$ cat config.mk
export PLATFORM = sky130hd
export DESIGN_NAME = gate_bist_ctrl
export DESIGN_NICKNAME = d
export VERILOG_FILES = /design/src/rtl/gate_bist_ctrl.sv
export SDC_FILE = /design/constraint.sdc
export NUM_CORES = 1
export LEC_CHECK = 0
export ABC_AREA = 1
export BUFFER_PORTS_ARGS = -buffer_cell sky130_fd_sc_hd__buf_2
export CAP_MARGIN = 20
export CORE_UTILIZATION = 38
export CTS_CLUSTER_SIZE = 25
export DETAILED_ROUTE_END_ITERATION = 16
export GPL_TIMING_DRIVEN = 1
export MAX_ROUTING_LAYER = met4
export PLACE_DENSITY = 0.61
export SLEW_MARGIN = 30
export SYNTH_ARGS = -nofsm -noshare
export SYNTH_HDL_FRONTEND = slang
export SYNTH_SLANG_ARGS = --single-unit
$ cat constraint.sdc
create_clock -name clk -period 3.65 [get_ports clk]
set_input_delay 0 -clock clk [delete_from_list [all_inputs] [get_ports clk]]
set_output_delay 0 -clock clk [all_outputs]
set_load 0.02 [all_outputs]
$ cat src/rtl/gate_bist_ctrl.sv
// Built-in self-test sequencer for a small combinational gate: walks every input
// pattern, checks each response against EXP. Define GATE_BIST_SIG_EN to collect a response signature.
module gate_bist_ctrl #(
  parameter int                   N_IN   = 2,
  parameter logic [(1<<N_IN)-1:0] EXP    = 4'b0111,
  parameter int                   SETTLE = 1
) (
  input  logic                   clk,
  input  logic                   rst,
  input  logic                   start,
  output logic [N_IN-1:0]        pat_out,
  input  logic                   dut_res,
  output logic                   busy,
  output logic                   done,
  output logic                   pass,
  output logic [N_IN:0]          err_cnt,
  output logic [N_IN-1:0]        fail_idx,
  output logic [(1<<N_IN)-1:0]   signature
);

  localparam int              N_PAT       = 1 << N_IN;
  localparam logic [N_IN-1:0] LAST_PAT    = N_IN'(N_PAT - 1);
  localparam logic [3:0]      SETTLE_LAST = 4'(SETTLE - 1);

  typedef enum logic [1:0] {IDLE, APPLY, SAMPLE, DONE} state_t;

  state_t          state_q, state_d;
  logic [3:0]      settle_q, settle_d;
  logic [N_IN-1:0] pat_d;
  logic [N_IN:0]   err_d;
  logic [N_IN-1:0] fail_d;
  logic            busy_d, done_d, pass_d;

  logic launch, mismatch, last_pat, settle_end;

  // pat_out doubles as the pattern counter: it always equals the pattern under test.
  assign launch     = start && (state_q == IDLE || state_q == DONE);
  assign mismatch   = (dut_res != EXP[pat_out]);
  assign last_pat   = (pat_out == LAST_PAT);
  assign settle_end = (settle_q == SETTLE_LAST);

  // NOTE: state and every output use non-blocking assignments so all registers
  // update together from values sampled before the edge.
  always_ff @(posedge clk or posedge rst) begin
    if (rst) begin
      state_q  <= IDLE;
      settle_q <= '0;
      pat_out  <= '0;
      err_cnt  <= '0;
      fail_idx <= '0;
      busy     <= 1'b0;
      done     <= 1'b0;
      pass     <= 1'b0;
    end else begin
      state_q  <= state_d;
      settle_q <= settle_d;
      pat_out  <= pat_d;
      err_cnt  <= err_d;
      fail_idx <= fail_d;
      busy     <= busy_d;
      done     <= done_d;
      pass     <= pass_d;
    end
  end

  // NOTE: every combinational output gets a default first, so no path leaves
  // a variable unassigned and no latch is inferred.
  always_comb begin
    state_d = state_q;
    unique case (state_q)
      IDLE, DONE: if (start) state_d = APPLY;
      APPLY:      if (settle_end) state_d = SAMPLE;
      SAMPLE:     state_d = last_pat ? DONE : APPLY;
      default:    state_d = IDLE;
    endcase
  end

  always_comb begin
    pat_d    = pat_out;
    settle_d = settle_q;
    err_d    = err_cnt;
    fail_d   = fail_idx;
    if (launch) begin
      pat_d    = '0;
      settle_d = '0;
      err_d    = '0;
      fail_d   = '0;
    end else if (state_q == APPLY) begin
      settle_d = settle_q + 4'd1;
    end else if (state_q == SAMPLE) begin
      settle_d = '0;
      if (mismatch) begin
        err_d = err_cnt + 1'b1;
        // Only the first mismatch of a run records its pattern index.
        if (err_cnt == '0) fail_d = pat_out;
      end
      if (!last_pat) pat_d = pat_out + 1'b1;
    end
    busy_d = (state_d == APPLY) || (state_d == SAMPLE);
    done_d = (state_d == DONE);
    pass_d = (state_d == DONE) && (err_d == '0);
  end

`ifdef GATE_BIST_SIG_EN
  logic [N_PAT-1:0] sig_q, sig_d;

  // Responses shift in from the LSB, so pattern 0 finishes in the MSB.
  always_comb begin
    sig_d = sig_q;
    if (launch)                  sig_d = '0;
    else if (state_q == SAMPLE)  sig_d = {sig_q[N_PAT-2:0], dut_res};
  end

  always_ff @(posedge clk or posedge rst) begin
    if (rst) sig_q <= '0;
    else     sig_q <= sig_d;
  end

  assign signature = sig_q;
`else
  assign signature = '0;
`endif

endmodule

==> out/qor.txt, run 1 <==
Clock Tree Buf Depth -> 2
Syn. warnings -> 0
net load switching power -> 371 µW
Final Wtd Congestion -> 0.799
via/cell ratio -> 4.62
layout cells sized above 1 -> 24.0%
latest clock arrival within the worst-skew pair -> 0.28 ns
power density cells -> 763 nW/µm²
DP Worst Slack -> 2.00 ns
CTS tree -> yes
Die Height -> 52.0 µm
Data arrival, critical path -> 1.92 ns
dominant synthesized flop cell -> dfrtp_1
FFs w/ async S/R, synth -> 100%
flop2flop setup slack -> 1.95 ns
Vias -> 707
Final Max Slew Viols -> 0
Ports -> 18
worst-margin pin slew -> 0.602 ns
1st-iter DRT viols -> 6
Area growth, synth to finish -> 12.7%
CP Class -> flip-flop to flip-flop
Seq pwr share -> 34.8%
root buf cell -> clkbuf_4
Worst R2R End -> pass
PortBufs -> 13
hold_sp -> start
status -> finished clean
CP dominant cell by count -> ha_1
routed length per instance -> 10.8 µm
GRT met3 Usage -> 2.63%
headroom to the max-slew limit -> 59.8%
RSZ-0062 raised after global routing -> no
Power Internal -> 445 µW
register bit total from synthesis -> 16
Worst path slowest cell -> dfrtp_1
commonest cells in the netlist -> inv_1, dfrtp_1, nand2_1, nand3_1, ha_1
Worst-path clk slew -> 0.10 ns
hold path cells -> 3
post-CTS sizing -> 0
Placed Cells -> 148
Tmin final -> 1.70 ns
routing usage on met1 -> 18.5%
xor-xnor portion of the synthesized cell area -> 1.85%
R2R cell count -> 7
Synth area leaders -> dfrtp_1, ha_1, inv_1
Global Route Usage Sum -> 14.6%
clock skew -> 0.00531 ns
sw frac -> 45.5%
Mapped Area -> 948 µm²
EDFF count, synth -> 0
# diodes -> 0
sum of negative setup slack -> 0 ns
fin cells -> 153
reg-to-reg startpoint -> state_q[1]
core area -> 2280 µm²
Chip Width -> 52.0 µm
Yosys top cell by area -> dfrtp_1
combinational cell fraction of total power -> 50.7%
H-Tree Depth -> 1
Final nets -> 139
GR Overflow Total -> 0
Worst Hold Class -> primary input to flip-flop
CTS sink count -> 16
max incr delay on CP -> 0.39 ns
post-synthesis compound-gate area fraction -> 8.84%
CP cell instances -> inv_1 -> ha_1 -> a31oi_1 -> o21ai_0 -> ha_1 -> nand2_1 -> nor2_2
Synth cell types -> 24
initial antenna violation count -> 0
row count -> 17
P_leak -> 0.590 nW
Synth Area in Simple Gates -> 22.6%
Residual DRC -> 0
Setup violations, final -> 0
Buf/Inv on CP -> 1
Critical Path RT -> 3.87 ns
Max Cap Viol -> 0
Final ANT Viol Nets -> 0
critical path launch point type -> flip-flop
FMAX -> 0.588 GHz
top cell type's share of synthesized area -> 42.2%
post-route worst setup slack -> 1.95 ns
WL final -> 1.65 mm
final period utilization -> 46.6%
Clk pwr share -> 14.5%
first-pass GRT wire length -> 2.86 mm
drt first pass iters -> 4
largest net degree at the start of global routing -> 17
count of final hold-check violations -> 0
Hold EP -> state_q[1]
dpl hpwl -> 1.27 mm
Initial Util -> 41.7%
post-synthesis mux area share -> 0%
CP Capture Type -> flip-flop
GRT met2 Usage -> 23.9%
gate family responsible for the most delay along the worst path -> adder cells
TritonCTS buffer count -> 3
Max VDD drop -> 0.500 mV
top-count cell post-synth -> inv_1
Mapped Avg Cell Area -> 8.70 µm²
largest family of logic cells by synthesized area -> simple AND/OR/NAND/NOR gates
Seq/Total Area, Yosys -> 42.2%
GR peak layer -> met2
Die ar. -> 2700 µm²
critical-path maximum fanout -> 7
Mapped Cells -> 109
adder-cell share of the synthesized area -> 11.9%
vias in the first global route -> 672
Power, Total -> 815 µW
-- power by group through the flow --
stage	Sequential, mW	Combinational (mW)	Clock [mW]
after global placement	0.284	0.409	0
after global routing	0.293	0.466	0.132
after CTS	0.284	0.417	0.121
after detailed placement	0.286	0.412	0
after floorplan	0.319	0.285	0
final	0.284	0.414	0.118
-- flip-flops by register name (all words and copies together), names as in the netlist --
signal and cells:
pat_out 2, state_q 2, err_cnt 3, pass 1, done 1, busy 1
settle_q 4, fail_idx 2
-- final cells by class --
cell class	count	area, µm²
inverter	21	78.8
sequential	16	400
clock buffer	4	36.3
timing repair buffer	14	75.1
fill	229	1210
tap	28	35.0
multi-input combinational	70	443
-- routing by layer --
metal  share of wire [%]  vias up
met3                 4.3        2
met4                0.30        0
met1                  48      317
met5                   0        -
li1                    -      369
met2                  47       19
-- worst register-to-register path: cells and delay by family (launching register included) --
kind            cells  cell delay (ns)
flops               1             0.39
simple gates        2             0.18
fa+ha+maj           2             0.58
compound gates      2             0.39
buf+inv             1             0.10
-- how the worst max path moves through the flow --
| stage | from | slack [ns] | endpoint | cells after the start |
|---|---|---|---|---|
| 2_1_floorplan | state_q[1] | 2.21 | pass | 7 |
| 3_3_place_gp | state_q[0] | 2.07 | settle_q[3] | 5 |
| 3_5_place_dp | state_q[1] | 2.00 | pass | 7 |
| 4_1_cts | state_q[1] | 1.97 | pass | 7 |
| 5_1_grt | state_q[1] | 1.82 | pass | 7 |
| 6_report | state_q[1] | 1.95 | pass | 7 |
-- through the flow --
stage	instance area, µm²	utilization [%]	hold slack, ns
3_5_place_dp	1020	44.9	0.107
5_1_grt	1070	46.9	0.0274
6_report	1070	46.9	0.00715
2_1_floorplan	960	-	-0.0863
4_1_cts	1070	46.9	0.00928
3_3_place_gp	1020	44.9	0.0967
-- placed cells by master (no fill, tap or decap) --
| master | n |
|---|---|
| a21boi_1 | 1 |
| a21oi_1 | 1 |
| a31oi_1 | 1 |
| buf_2 | 13 |
| clkbuf_4 | 3 |
| clkbuf_8 | 1 |
| conb_1 | 4 |
| dfrtp_1 | 16 |
| dlygate4sd3_1 | 1 |
| ha_1 | 9 |
| inv_1 | 18 |
| inv_2 | 3 |
| nand2_1 | 13 |
| nand2_2 | 4 |
| nand3_1 | 10 |
| nand3_2 | 1 |
| nand3_4 | 1 |
| nor2_1 | 6 |
| nor2_2 | 2 |
| nor2_4 | 2 |
| nor3_1 | 1 |
| o21a_1 | 1 |
| o21ai_0 | 7 |
| o21ai_1 | 2 |
| o22ai_1 | 2 |
| xnor2_1 | 1 |
| xor2_1 | 1 |
-- timing repair --
action                     4_1_cts  5_1_grt
setup endpoints to repair        0        0
hold endpoints to repair        16        0
buffers inserted                 0        0
hold buffers                     1        0
-- logic make-up after synthesis --
group | Yosys count
flops | 16
other cells | 1
simple gates | 40
xor+xnor | 2
fa+ha+maj | 9
compound gates | 15
buf+inv | 26
(Power assumes the default switching activity.)
==> run 2: changes to the inputs <==
Settings changed: ABC_AREA 1 to 0, PLACE_DENSITY 0.61 to 0.62.
Clock period 3.65 ns to 1.6 ns, I/O delays scaled along.
==> out/qor.txt, run 2 <==
status -> finished, violations left
failing checks -> negative setup slack
core area -> 2210 µm²
Area growth, synth to finish -> 27.2%
latest clock arrival within the worst-skew pair -> 0.28 ns
Final ANT Viol Nets -> 0
Vias -> 674
via/cell ratio -> 4.65
count of final hold-check violations -> 0
critical path launch point type -> flip-flop
commonest cells in the netlist -> dfrtp_1, nor2_1, inv_1, ha_1, a21oi_1
vias in the first global route -> 688
Syn. warnings -> 0
row count -> 17
Mapped Area -> 891 µm²
P_leak -> 0.615 nW
Synth cell types -> 28
clock skew -> 0.00206 ns
1st-iter DRT viols -> 17
hold_ws -> 0.0506 ns
H-Tree Depth -> 1
Worst-path clk slew -> 0.10 ns
Global Route Usage Sum -> 15.0%
reg-to-reg startpoint -> settle_q[1]
Initial Util -> 40.3%
Hold EP -> state_q[0]
GR Overflow Total -> 0
post-route worst setup slack -> -0.187 ns
EDFF count, synth -> 0
top-count cell post-synth -> dfrtp_1
Final Wtd Congestion -> 0.739
Chip Width -> 50.4 µm
final period utilization -> 112%
Clock Tree Buf Depth -> 2
Mapped Cells -> 89
Placement Cell Area -> 1060 µm²
routed length per instance -> 10.6 µm
hold path cells -> 3
Fillers -> 211
CP Class -> flip-flop to flip-flop
RSZ-0062 raised after global routing -> yes
PortBufs -> 13
Reg with most FFs -> settle_q
hold_sp -> start
Final Cell Area -> 1130 µm²
dominant synthesized flop cell -> dfrtp_1
flop2flop setup slack -> -0.19 ns
TritonCTS buffer count -> 3
GRT met2 Usage -> 23.6%
Tmin final -> 1.79 ns
R2R cell count -> 9
FFs w/ async S/R, synth -> 100%
root buf cell -> clkbuf_4
drt first pass iters -> 3
power density cells -> 1560 nW/µm²
Max Cap Viol -> 0
GR peak layer -> met2
most common cell after layout, fill and taps aside -> dfrtp_1
Final nets -> 131
Seq/Total Area, Yosys -> 44.9%
worst-margin pin slew -> 0.613 ns
layout cells sized above 1 -> 34.2%
Power, Total -> 1.77 mW
Residual DRC -> 0
Worst Hold Class -> primary input to flip-flop
sum of negative setup slack -> -0.343 ns
Final Max Slew Viols -> 0
Setup violations, final -> 3
Critical Path RT -> 1.81 ns
initial antenna violation count -> 0
Top Registers -> settle_q (4), err_cnt (3)
routing usage on met1 -> 18.7%
CP Capture Type -> flip-flop
max reg flops -> 4
dpl hpwl -> 1.16 mm
Max VDD drop -> 0.803 mV
WL final -> 1.53 mm
largest net degree at the start of global routing -> 17
DP Worst Slack -> -0.206 ns
Die ar. -> 2540 µm²
Yosys top cell by area -> dfrtp_1
GRT met3 Usage -> 1.82%
critical-path maximum fanout -> 2
Ports -> 18
headroom to the max-slew limit -> 59.1%
Mapped Avg Cell Area -> 10.0 µm²
FMAX -> 0.559 GHz
most frequent cells in the layout -> dfrtp_1, nor2_1, buf_2, buf_4, inv_1
# diodes -> 0
register bit total from synthesis -> 16
Worst R2R End -> pass
first-pass GRT wire length -> 2.79 mm
top cell type's share of synthesized area -> 44.9%
CTS sink count -> 16
Data arrival, critical path -> 2.00 ns
Die Height -> 50.4 µm
CTS tree -> yes
Synth area leaders -> dfrtp_1, ha_1, nor2_1
[run 2: power by group]
part / total (mW) / switching, mW / internal (mW)
clock network: 0.269 / 0.131 / 0.138
registers: 0.567 / 0.0570 / 0.510
logic: 0.932 / 0.501 / 0.431
[run 2: timing repair]
| action | 4_1_cts | 5_1_grt |
|---|---|---|
| gates resized for setup | 0 | 4 |
| pin swaps | 1 | 2 |
| hold buffers | 1 | 0 |
| endpoints found under the setup margin | 3 | 10 |
| setup buffers | 1 | 0 |
| hold endpoints to repair | 16 | 0 |
[run 2: cell type report]
type,count,area [µm²],area share (%)
timing repair buffer,27,173,15.2
tap,28,35.0,3.09
sequential,16,400,35.3
clock buffer,4,36.3,3.20
inverter,10,37.5,3.31
multi-input combinational,60,452,39.8
[run 2: worst max path at each step]
stage | startpoint | to | slack, ns | depth (start not counted)
2_1_floorplan | settle_q[0] | pass | -0.13 | 9
4_1_cts | settle_q[1] | pass | -0.21 | 9
3_5_place_dp | settle_q[1] | pass | -0.21 | 9
6_report | settle_q[1] | pass | -0.19 | 9
3_3_place_gp | settle_q[1] | pass | -0.16 | 9
5_1_grt | settle_q[0] | pass | -0.35 | 9
[run 2: cell families (layout without fill, tap and decap cells)]
kind of cell	after synthesis	in the layout	synth area share [%]
xor+xnor	5	5	4.92
compound gates	13	13	9.97
simple gates	25	25	14.0
other cells	1	4	0.421
buf+inv	16	41	8.57
flops	16	16	44.9
mux	4	4	4.49
fa+ha+maj	9	9	12.6
[run 2: worst max-delay path, cell delays in order (launching register included)]
cell and delay, ns:
dfrtp_1 0.39, inv_1 0.07, ha_1 0.13, or3b_4 0.37
a21oi_2 0.13, nor2_1 0.06, a211oi_2 0.19, ha_2 0.23
inv_2 0.03, a211oi_2 0.12
[run 2: per-layer routing]
layer / vias up / share of wire, %
met3: 2 / 3.0
li1: 343 / -
met4: 0 / 0.72
met5: - / 0
met2: 10 / 48
met1: 319 / 48
[run 2: metrics by stage]
stage	instances	util, %
after global routing	145	51.2
final	145	51.2
after CTS	145	50.4
after global placement	139	48.0
after floorplan	92	-
after detailed placement	139	48.0
